--- config.mk ---
export PLATFORM = sky130hd
export DESIGN_NAME = sdram_axi_memtest
export DESIGN_NICKNAME = d
export VERILOG_FILES = /design/src/rtl/sdram_memtest_pkg.sv /design/src/rtl/sdram_axi_memtest_lfsr.sv /design/src/rtl/sdram_axi_memtest.sv
export SDC_FILE = /design/constraint.sdc
export NUM_CORES = 1
export LEC_CHECK = 0
export ABC_AREA = 1
export BUFFER_PORTS_ARGS = -buffer_cell sky130_fd_sc_hd__buf_4
export CORE_ASPECT_RATIO = 1.5
export CORE_MARGIN = 2
export CORE_UTILIZATION = 58
export DETAILED_ROUTE_END_ITERATION = 8
export PLACE_DENSITY = 0.93
export REMOVE_ABC_BUFFERS = 1
export SYNTH_ARGS = -nofsm -noshare
export SYNTH_HDL_FRONTEND = slang
export SYNTH_SLANG_ARGS = --single-unit
export TNS_END_PERCENT = 50
--- constraint.sdc ---
create_clock -name ACLK -period 3.3 [get_ports ACLK]
set_clock_uncertainty 0.1 [all_clocks]
set_input_delay 0.825 -clock ACLK [delete_from_list [all_inputs] [get_ports ACLK]]
set_output_delay 0.825 -clock ACLK [all_outputs]
set_load 0.05 [all_outputs]
--- src/rtl/sdram_memtest_pkg.sv ---
// Shared types and AXI/LFSR constants for the SDRAM AXI memory tester.
package sdram_memtest_pkg;

  typedef enum logic [2:0] {
    ST_IDLE,
    ST_AW,
    ST_W,
    ST_B,
    ST_AR,
    ST_R,
    ST_FIN
  } state_e;

  localparam logic [1:0]  AXI_BURST_INCR = 2'b01;
  localparam logic [2:0]  AXI_SIZE_4B    = 3'b010;
  localparam logic [1:0]  AXI_RESP_OKAY  = 2'b00;
  localparam logic [31:0] LFSR_TAPS      = 32'h8020_0003;

endpackage

--- src/rtl/sdram_axi_memtest_lfsr.sv ---
// 32-bit right-shifting Galois LFSR; reloaded between the write and read passes.
module memtest_lfsr
  import sdram_memtest_pkg::*;
(
  input  logic        ACLK,
  input  logic        ARST,
  input  logic        load,
  input  logic [31:0] seed,
  input  logic        step,
  output logic [31:0] value
);

  logic [31:0] value_q, value_d;

  // NOTE: default every always_comb output first so no path leaves it unassigned (no latch).
  always_comb begin
    value_d = value_q;
    if (load) begin
      value_d = seed;
    end else if (step) begin
      value_d = (value_q >> 1) ^ (value_q[0] ? LFSR_TAPS : 32'h0);
    end
  end

  // NOTE: flops use non-blocking assignments so every register samples pre-edge values.
  always_ff @(posedge ACLK) begin
    if (ARST) value_q <= '0;
    else      value_q <= value_d;
  end

  assign value = value_q;

endmodule

--- src/rtl/sdram_axi_memtest.sv ---
// AXI4 write-then-readback memory tester for sdram_axi bring-up.
// Define MEMTEST_ADDR_PATTERN_EN to use each beat's byte address as data instead of the LFSR.
module sdram_axi_memtest
  import sdram_memtest_pkg::*;
#(
  parameter logic [31:0] BASE_ADDR  = 32'h0000_0000,
  parameter int          TEST_WORDS = 1024,
  parameter int          BURST_LEN  = 16,
  parameter logic [31:0] SEED       = 32'hACE1_2468
) (
  input  logic        ACLK,
  input  logic        ARST,
  input  logic        start,
  output logic        busy,
  output logic        done,
  output logic        error,
  output logic [15:0] err_count,
  output logic [31:0] first_err_addr,

  output logic        M_AXI_awvalid,
  input  logic        M_AXI_awready,
  output logic [31:0] M_AXI_awaddr,
  output logic [7:0]  M_AXI_awlen,
  output logic [1:0]  M_AXI_awburst,
  output logic [2:0]  M_AXI_awsize,

  output logic        M_AXI_wvalid,
  input  logic        M_AXI_wready,
  output logic [31:0] M_AXI_wdata,
  output logic [3:0]  M_AXI_wstrb,
  output logic        M_AXI_wlast,

  input  logic        M_AXI_bvalid,
  output logic        M_AXI_bready,
  input  logic [1:0]  M_AXI_bresp,

  output logic        M_AXI_arvalid,
  input  logic        M_AXI_arready,
  output logic [31:0] M_AXI_araddr,
  output logic [7:0]  M_AXI_arlen,
  output logic [1:0]  M_AXI_arburst,
  output logic [2:0]  M_AXI_arsize,

  input  logic        M_AXI_rvalid,
  output logic        M_AXI_rready,
  input  logic [31:0] M_AXI_rdata,
  input  logic [1:0]  M_AXI_rresp,
  input  logic        M_AXI_rlast
);

  localparam logic [7:0]  LAST_BEAT   = 8'(BURST_LEN - 1);
  localparam logic [31:0] BURST_BYTES = 32'(BURST_LEN * 4);
  localparam logic [31:0] LAST_ADDR   = BASE_ADDR + 32'((TEST_WORDS - BURST_LEN) * 4);

  if (BURST_LEN < 1 || BURST_LEN > 256) begin : g_err_burst_len
    $error("BURST_LEN must be in 1..256");
  end
  if (TEST_WORDS % BURST_LEN != 0) begin : g_err_test_words
    $error("TEST_WORDS must be a multiple of BURST_LEN");
  end
  if (BASE_ADDR % BURST_BYTES != 32'd0) begin : g_err_base_addr
    $error("BASE_ADDR must be aligned to BURST_LEN*4");
  end
  if (SEED == 32'd0) begin : g_err_seed
    $error("SEED must be nonzero");
  end

  state_e      state_q, state_d;
  logic [31:0] addr_q, addr_d;
  logic [7:0]  beat_q, beat_d;
  logic        busy_q, busy_d;
  logic        done_q, done_d;
  logic [15:0] err_cnt_q, err_cnt_d;
  logic [31:0] first_q, first_d;

  logic [31:0] beat_addr;
  logic [31:0] pattern;
  logic        w_fire, r_fire, last_beat, last_burst;
  logic        beat_err;
  logic [31:0] err_addr;

  assign beat_addr  = addr_q + (32'(beat_q) << 2);
  assign w_fire     = (state_q == ST_W) && M_AXI_wready;
  assign r_fire     = (state_q == ST_R) && M_AXI_rvalid;
  assign last_beat  = (beat_q == LAST_BEAT);
  assign last_burst = (addr_q == LAST_ADDR);

`ifdef MEMTEST_ADDR_PATTERN_EN
  assign pattern = beat_addr;
`else
  logic        lfsr_load, lfsr_step;
  logic [31:0] lfsr_value;

  // Reload at start and again at the write-to-read turnaround so both passes see one sequence.
  assign lfsr_load = ((state_q == ST_IDLE) && start) ||
                     ((state_q == ST_B) && M_AXI_bvalid && last_burst);
  assign lfsr_step = w_fire || r_fire;

  memtest_lfsr u_lfsr (
    .ACLK  (ACLK),
    .ARST  (ARST),
    .load  (lfsr_load),
    .seed  (SEED),
    .step  (lfsr_step),
    .value (lfsr_value)
  );

  assign pattern = lfsr_value;
`endif

  always_comb begin
    state_d   = state_q;
    addr_d    = addr_q;
    beat_d    = beat_q;
    busy_d    = busy_q;
    done_d    = done_q;
    err_cnt_d = err_cnt_q;
    first_d   = first_q;
    beat_err  = 1'b0;
    err_addr  = addr_q;

    unique case (state_q)
      ST_IDLE: begin
        if (start) begin
          state_d   = ST_AW;
          addr_d    = BASE_ADDR;
          beat_d    = '0;
          busy_d    = 1'b1;
          done_d    = 1'b0;
          err_cnt_d = '0;
          first_d   = '0;
        end
      end
      ST_AW: if (M_AXI_awready) state_d = ST_W;
      ST_W: begin
        if (w_fire) begin
          beat_d = last_beat ? 8'd0 : beat_q + 8'd1;
          if (last_beat) state_d = ST_B;
        end
      end
      ST_B: begin
        if (M_AXI_bvalid) begin
          beat_err = (M_AXI_bresp != AXI_RESP_OKAY);
          if (last_burst) begin
            addr_d  = BASE_ADDR;
            state_d = ST_AR;
          end else begin
            addr_d  = addr_q + BURST_BYTES;
            state_d = ST_AW;
          end
        end
      end
      ST_AR: if (M_AXI_arready) state_d = ST_R;
      ST_R: begin
        if (r_fire) begin
          err_addr = beat_addr;
          beat_err = (M_AXI_rdata != pattern) || (M_AXI_rresp != AXI_RESP_OKAY) ||
                     (M_AXI_rlast != last_beat);
          if (last_beat) begin
            beat_d  = '0;
            addr_d  = addr_q + BURST_BYTES;
            state_d = last_burst ? ST_FIN : ST_AR;
          end else begin
            beat_d = beat_q + 8'd1;
          end
        end
      end
      ST_FIN: begin
        done_d  = 1'b1;
        busy_d  = 1'b0;
        state_d = ST_IDLE;
      end
      default: state_d = ST_IDLE;
    endcase

    // First failure address is captured only while the count is still zero.
    if (beat_err) begin
      if (err_cnt_q == 16'd0)     first_d   = err_addr;
      if (err_cnt_q != 16'hFFFF) err_cnt_d = err_cnt_q + 16'd1;
    end
  end

  always_ff @(posedge ACLK) begin
    if (ARST) begin
      state_q   <= ST_IDLE;
      addr_q    <= '0;
      beat_q    <= '0;
      busy_q    <= 1'b0;
      done_q    <= 1'b0;
      err_cnt_q <= '0;
      first_q   <= '0;
    end else begin
      state_q   <= state_d;
      addr_q    <= addr_d;
      beat_q    <= beat_d;
      busy_q    <= busy_d;
      done_q    <= done_d;
      err_cnt_q <= err_cnt_d;
      first_q   <= first_d;
    end
  end

  assign busy           = busy_q;
  assign done           = done_q;
  assign error          = (err_cnt_q != 16'd0);
  assign err_count      = err_cnt_q;
  assign first_err_addr = first_q;

  assign M_AXI_awvalid = (state_q == ST_AW);
  assign M_AXI_awaddr  = addr_q;
  assign M_AXI_awlen   = LAST_BEAT;
  assign M_AXI_awburst = AXI_BURST_INCR;
  assign M_AXI_awsize  = AXI_SIZE_4B;

  assign M_AXI_wvalid  = (state_q == ST_W);
  assign M_AXI_wdata   = pattern;
  assign M_AXI_wstrb   = 4'hF;
  assign M_AXI_wlast   = last_beat;

  assign M_AXI_bready  = (state_q == ST_B);

  assign M_AXI_arvalid = (state_q == ST_AR);
  assign M_AXI_araddr  = addr_q;
  assign M_AXI_arlen   = LAST_BEAT;
  assign M_AXI_arburst = AXI_BURST_INCR;
  assign M_AXI_arsize  = AXI_SIZE_4B;

  assign M_AXI_rready  = (state_q == ST_R);

endmodule

==> impl_metrics.env, run 1 <==
export IMPL_hp_class="register to register"
export IMPL_yosysSeqAreaShare_pct=28.9
export IMPL_async_reset_ff_share_pct=0
export IMPL_areaGrowthSynthToFinish_pct=21.1
export IMPL_ys_ff_latch=119
export IMPL_hold_depth=2
export IMPL_slew_headroom_pct=44.3
export IMPL_core_sq_mm=0.0139
export IMPL_postSynthCellCount=1357
export IMPL_critPathLaunchType="register"
export IMPL_drive_gt1_share_pct=18.1
export IMPL_clk_pin_slew_worst_paths_ns=0.06
export IMPL_drc=0
export IMPL_grt_usage_pct=35.8
export IMPL_critPathCaptureType="register"
export IMPL_clk_latency_ns=0.43
export IMPL_cts_setup_buffers=0
export IMPL_critPathMaxStageDelay_ns=0.49
export IMPL_avgRoutedWirePerCell_microns=16.4
export IMPL_drt_initial_drc_count=713
export IMPL_status="complete, no violations"
export IMPL_dp_final_hpwl_mm=20.1
export IMPL_syn_area_sq_mm=0.00824
export IMPL_placed_cell_area_sq_mm=0.00935
export IMPL_place_ws_ns=0.541
export IMPL_fp_dieH_microns=150
export IMPL_synthFlopType="dfxtp_1"
export IMPL_htree_num_levels=4
export IMPL_peakVddDrop_v=0.000312
export IMPL_drv_cap=0
export IMPL_ant_nets=0
export IMPL_reg2reg_slack_ns=0.55
export IMPL_crit_arrival_ns=2.98
export IMPL_layout_common_cells="365 x nand2_1, 197 x buf_4, 187 x inv_1"
export IMPL_start_util_pct=59.2
export IMPL_fin_area_sq_mm=0.00998
export IMPL_fin_nets=1550
export IMPL_grt_pass1_wl_mm=42.7
export IMPL_hold_buffers=0
export IMPL_grt_max_degree=50
export IMPL_syn_avg_cell_area_sq_um=6.07
export IMPL_cp_data_required_time_ns=3.53
export IMPL_p_total_mw=5.16
export IMPL_cp_common_cell="nand3_1"
export IMPL_dieWidth_microns=101
export IMPL_crit_slowest_cell="o21ai_0"
export IMPL_io_buffer_count=185
export IMPL_cts_tree="done"
export IMPL_cts_made_buffers=17
export IMPL_viasPerCell=5.61
export IMPL_fmax_ghz=0.364
export IMPL_root_buffer="clkbuf_16"
export IMPL_post_cts_resized=0
export IMPL_clock_sinks=119
export IMPL_die_area_sq_mm=0.0152
export IMPL_final_common_cell="nand2_1"
export IMPL_drt_total_wl_mm=27.4
export IMPL_clockBufferDepth=2
export IMPL_crit_type="register to register"
export IMPL_setup_slack_ns=0.554
export IMPL_overflow=0
export IMPL_fillers=1187
export IMPL_grt_pass1_vias=8730
export IMPL_power_density_mw_per_mm2=517
export IMPL_path_cells="ha_1, nand3_1, o21ai_0, nand2_1, nor2_1, nand3_1, nand2_1, buf_4, nand3_1, a21oi_1"
export IMPL_rows=53
export IMPL_num_vias=9404
export IMPL_insertedDiodeCount=0
export IMPL_tightest_slew_ns=0.834
export IMPL_hold_viol=0
export IMPL_drtPass1Iterations=8
export IMPL_critical_path_max_fanout=43
export IMPL_finalCriticalPeriod_ns=2.75
export IMPL_fin_crit_sh_pct=83.2
export IMPL_yosysWarningCount=0
export IMPL_io_pins=228
export IMPL_finalSetupViolations=0
export IMPL_antenna_found_initial=0
export IMPL_slew_viol_final=0
export IMPL_leakage_nw=4.78
export IMPL_worst_r2r_cell_count=10
export IMPL_synth_edf_count=0
export IMPL_place_gp_congestion=1.04
export IMPL_ys_types=43
export IMPL_rsz0062_at_grt="false"
[kinds of logic (layout without fill, tap and decap cells)]
logic type | Yosys count | in the layout | share of synthesized area, %
other | 2 | 42 | 0.0912
and+or+nand+nor | 702 | 702 | 37.0
DFF | 119 | 119 | 28.9
xor gates and xnor gates | 27 | 27 | 2.87
buffers and inverters | 316 | 429 | 18.1
adders and majority gates | 8 | 8 | 1.22
AOI/OAI and AO/OA | 183 | 183 | 11.7
[power breakdown]
group	internal, mW	total [mW]	switching [mW]
Clock	1.23	2.00	0.771
Combinational	0.388	1.50	1.12
Sequential	1.52	1.65	0.132
[cell type report]
class,instances,area (sq um),share of cell area [%]
clock inverter,14,188,1.88
timing repair buffer,197,1480,14.8
inverter,200,754,7.56
clock buffer,18,439,4.40
multi-input combinational,962,4530,45.4
sequential,119,2380,23.9
tap,165,206,2.07
[routing by layer]
metal | up-vias | GRT usage (%) | routed length [microns]
li1 | 4469 | - | -
met1 | 4272 | 37.0 | 9420
met2 | 544 | 63.5 | 13800
met3 | 119 | 7.15 | 2300
met4 | 0 | 25.1 | 1890
met5 | - | 0 | 0
[per-stage QoR]
| stage | cells | TNS, ns | util, % | hold WS [ns] |
|---|---|---|---|---|
| 4_1_cts | 1675 | 0 | 71.7 | 0.350 |
| 3_3_place_gp | 1643 | 0 | 67.2 | 0.336 |
| 2_1_floorplan | 1281 | -93.58 | - | 0.369 |
| 6_report | 1675 | 0 | 71.7 | 0.349 |
| 5_1_grt | 1675 | 0 | 71.7 | 0.360 |
| 3_5_place_dp | 1643 | 0 | 67.2 | 0.342 |
[state kept, by name, indices dropped and copies added, names as in the netlist]
| signal | count |
|---|---|
| err_count | 16 |
| done | 1 |
| M_AXI_araddr | 26 |
| beat_q | 8 |
| state_q | 3 |
| first_err_addr | 32 |
| u_lfsr.value | 32 |
| busy | 1 |
[Yosys cell counts, types with 2 or more instances]
| cell type | n | area (sq um) |
|---|---|---|
| inv_2 | 10 | 37.5 |
| dfxtp_1 | 119 | 2380 |
| nor2_4 | 5 | 56.3 |
| xnor2_1 | 5 | 43.8 |
| xor2_1 | 22 | 193 |
| buf_4 | 74 | 556 |
| nand3_2 | 7 | 70.1 |
| buf_2 | 19 | 95.1 |
| o2111ai_1 | 3 | 26.3 |
| nor3_2 | 2 | 20.0 |
| o211ai_1 | 8 | 60.1 |
| or2_2 | 3 | 18.8 |
| buf_1 | 7 | 26.3 |
| nor2_1 | 124 | 465 |
| nand2_1 | 365 | 1370 |
| inv_1 | 187 | 702 |
| o21ai_0 | 76 | 380 |
| nand4_1 | 17 | 106 |
| nand3_1 | 135 | 676 |
| nor3_1 | 25 | 125 |
| a21oi_1 | 89 | 445 |
| nor2_2 | 7 | 43.8 |
| conb_1 | 2 | 7.51 |
| ha_1 | 8 | 100 |
| nor3b_1 | 2 | 15.0 |
| a211oi_1 | 2 | 15.0 |
| nand2_2 | 3 | 18.8 |
| clkbuf_1 | 15 | 56.3 |
| nor4_1 | 2 | 12.5 |
[worst paths after layout]
check | from | endpoint
setup / recovery | beat_q[1] | first_err_addr[8]
hold / removal | first_err_addr[1] | first_err_addr[1]
setup reg to reg | beat_q[1] | first_err_addr[8]
hold reg to reg | first_err_addr[1] | first_err_addr[1]
[critical path: cells and delay by family (launching register included)]
| family | cells | cell delay (ns) |
|---|---|---|
| AOI/OAI and AO/OA | 2 | 0.70 |
| adders and majority gates | 1 | 0.22 |
| buffers and inverters | 1 | 0.44 |
| DFF | 1 | 0.40 |
| and+or+nand+nor | 6 | 0.78 |
No activity file was read; power rests on OpenSTA's default activity.
==> inputs of run 2 (changes only) <==
--- a/config.mk
+++ b/config.mk
@@ -9,9 +9,9 @@
 export BUFFER_PORTS_ARGS = -buffer_cell sky130_fd_sc_hd__buf_4
 export CORE_ASPECT_RATIO = 1.5
 export CORE_MARGIN = 2
-export CORE_UTILIZATION = 58
+export CORE_UTILIZATION = 54
 export DETAILED_ROUTE_END_ITERATION = 8
-export PLACE_DENSITY = 0.93
+export PLACE_DENSITY = 0.88
 export REMOVE_ABC_BUFFERS = 1
 export SYNTH_ARGS = -nofsm -noshare
 export SYNTH_HDL_FRONTEND = slang
==> constraint.sdc (replaced) <==
create_clock -name ACLK -period 2.66 [get_ports ACLK]
set_clock_uncertainty 0.1 [all_clocks]
set_input_delay 0.665 -clock ACLK [delete_from_list [all_inputs] [get_ports ACLK]]
set_output_delay 0.665 -clock ACLK [all_outputs]
set_load 0.05 [all_outputs]
==> impl_metrics.env, run 2 (synthesis gave the netlist of run 1 again) <==
export IMPL_place_gp_congestion=1.02
export IMPL_fin_area_sq_mm=0.0101
export IMPL_peakVddDrop_v=0.000410
export IMPL_power_density_mw_per_mm2=612
export IMPL_leakage_nw=4.83
export IMPL_cts_tree="done"
export IMPL_crit_arrival_ns=1.76
export IMPL_io_pins=228
export IMPL_start_util_pct=54.9
export IMPL_drt_initial_drc_count=685
export IMPL_setup_slack_ns=0.132
export IMPL_drive_gt1_share_pct=19.0
export IMPL_finalSetupViolations=0
export IMPL_finalCriticalPeriod_ns=2.53
export IMPL_slew_headroom_pct=58.5
export IMPL_intPower_mw=3.72
export IMPL_hp_class="register to register"
export IMPL_clock_sinks=119
export IMPL_drc=0
export IMPL_dp_final_hpwl_mm=20.4
export IMPL_placed_cell_area_sq_mm=0.00951
export IMPL_clk_latency_ns=0.42
export IMPL_critical_path_max_fanout=5
export IMPL_core_sq_mm=0.0150
export IMPL_root_buffer="clkbuf_16"
export IMPL_die_area_sq_mm=0.0163
export IMPL_rows=55
export IMPL_reg2reg_from="beat_q[0]"
export IMPL_whs_ns=0.338
export IMPL_critPathCaptureType="output port"
export IMPL_cts_made_buffers=17
export IMPL_avgRoutedWirePerCell_microns=15.8
export IMPL_clockBufferDepth=2
export IMPL_power_share_clock_pct=36.1
export IMPL_grt_usage_pct=32.7
export IMPL_p_seq_share_pct=32.9
export IMPL_final_common_cell="nand2_1"
export IMPL_cts_setup_buffers=0
export IMPL_critPathLaunchType="register"
export IMPL_p_comb_share_pct=31.0
export IMPL_num_vias=9409
export IMPL_slew_viol_final=0
export IMPL_drt_total_wl_mm=27.2
export IMPL_viasPerCell=5.46
export IMPL_areaGrowthSynthToFinish_pct=22.4
export IMPL_antenna_found_initial=0
export IMPL_insertedDiodeCount=0
export IMPL_htree_num_levels=4
export IMPL_hold_start="first_err_addr[0]"
export IMPL_drv_cap=0
export IMPL_dieWidth_microns=105
export IMPL_overflow=0
export IMPL_grt_pass1_vias=8546
export IMPL_rsz0062_at_grt="false"
export IMPL_ant_nets=0
export IMPL_switching_power_mw=2.45
export IMPL_place_ws_ns=0.170
export IMPL_drtPass1Iterations=6
export IMPL_grt_pass1_wl_mm=42.4
export IMPL_crit_type="register to output port"
export IMPL_io_buffer_count=185
export IMPL_status="complete, no violations"
export IMPL_p_total_mw=6.17
export IMPL_fin_crit_sh_pct=95.0
export IMPL_grt_max_degree=47
export IMPL_clk_pin_slew_worst_paths_ns=0.06
export IMPL_reg2reg_slack_ns=0.19
export IMPL_fp_dieH_microns=155
export IMPL_cp_data_required_time_ns=1.89
export IMPL_fmax_ghz=0.396
export IMPL_worstSetupStartpoint="beat_q[0]"
export IMPL_hold_viol=0
export IMPL_tightest_slew_ns=0.621
export IMPL_swShare_pct=39.7
export IMPL_layout_common_cells="364 x nand2_1, 211 x buf_4, 187 x inv_1"
export IMPL_fin_nets=1565
## run 2: changes by cell type in the layout (fill, tap and decap cells not counted), moves of 2 or more
cell       before  now
buf_4         197  211
inv_8           2    0
clkinv_2        1    5
bufinv_16       3    1
## run 2: path summary, 6_finish.rpt
| path | depth (start not counted) | end |
|---|---|---|
| hold reg to reg | 2 | first_err_addr[0] |
| setup reg to reg | 10 | first_err_addr[2] |
| hold / removal | 2 | first_err_addr[0] |
| setup / recovery | 5 | M_AXI_wlast |
## run 2: worst max-delay path, stage by stage, from the launching register on
cell	delay [ns]
dfxtp_1	0.41
ha_1	0.21
nand3_1	0.16
nor2_1	0.22
buf_4	0.15
buf_4	0.19
## run 2: through the flow
stage          setup TNS [ns]  instances  util [%]
2_1_floorplan         -120.53       1281         -
3_3_place_gp                0       1692      63.4
3_5_place_dp                0       1692      63.4
4_1_cts                     0       1724      67.1
5_1_grt                     0       1724      67.2
6_report                    0       1724      67.2
## run 2: power groups by stage
stage	sequential (mW)	clock [mW]	combinational, mW
after CTS	2.03	2.22	1.90
after global placement	2.06	0	1.87
after detailed placement	2.07	0	1.88
final	2.03	2.23	1.91
after floorplan	2.39	0	0.932
after global routing	2.05	2.31	2.04
## run 2: final cells by class
class / count / area (sq um)
clock buffers: 18 / 439
multi-input cells: 962 / 4530
inverters: 200 / 754
well taps: 199 / 249
clock inverters: 14 / 125
repair buffers: 212 / 1600
flip-flops and latches: 119 / 2380
fillers: 1373 / 4920
## run 2: routing by layer
layer / GRT usage (%) / vias to the layer above / share of wire (%) / wire [microns]
met5: 0 / - / 0 / 0
met4: 22.1 / 0 / 7.1 / 1920
met3: 6.28 / 115 / 7.9 / 2160
met2: 59.3 / 567 / 50 / 13700
met1: 33.6 / 4232 / 35 / 9430
li1: - / 4495 / - / -
## run 2: repair_timing
| item | CTS | global route |
|---|---|---|
| endpoints found under the hold margin | 0 | 0 |
| setup endpoints to repair | 0 | 48 |
| hold buffers | 0 | 0 |
| resized for setup | 0 | 4 |
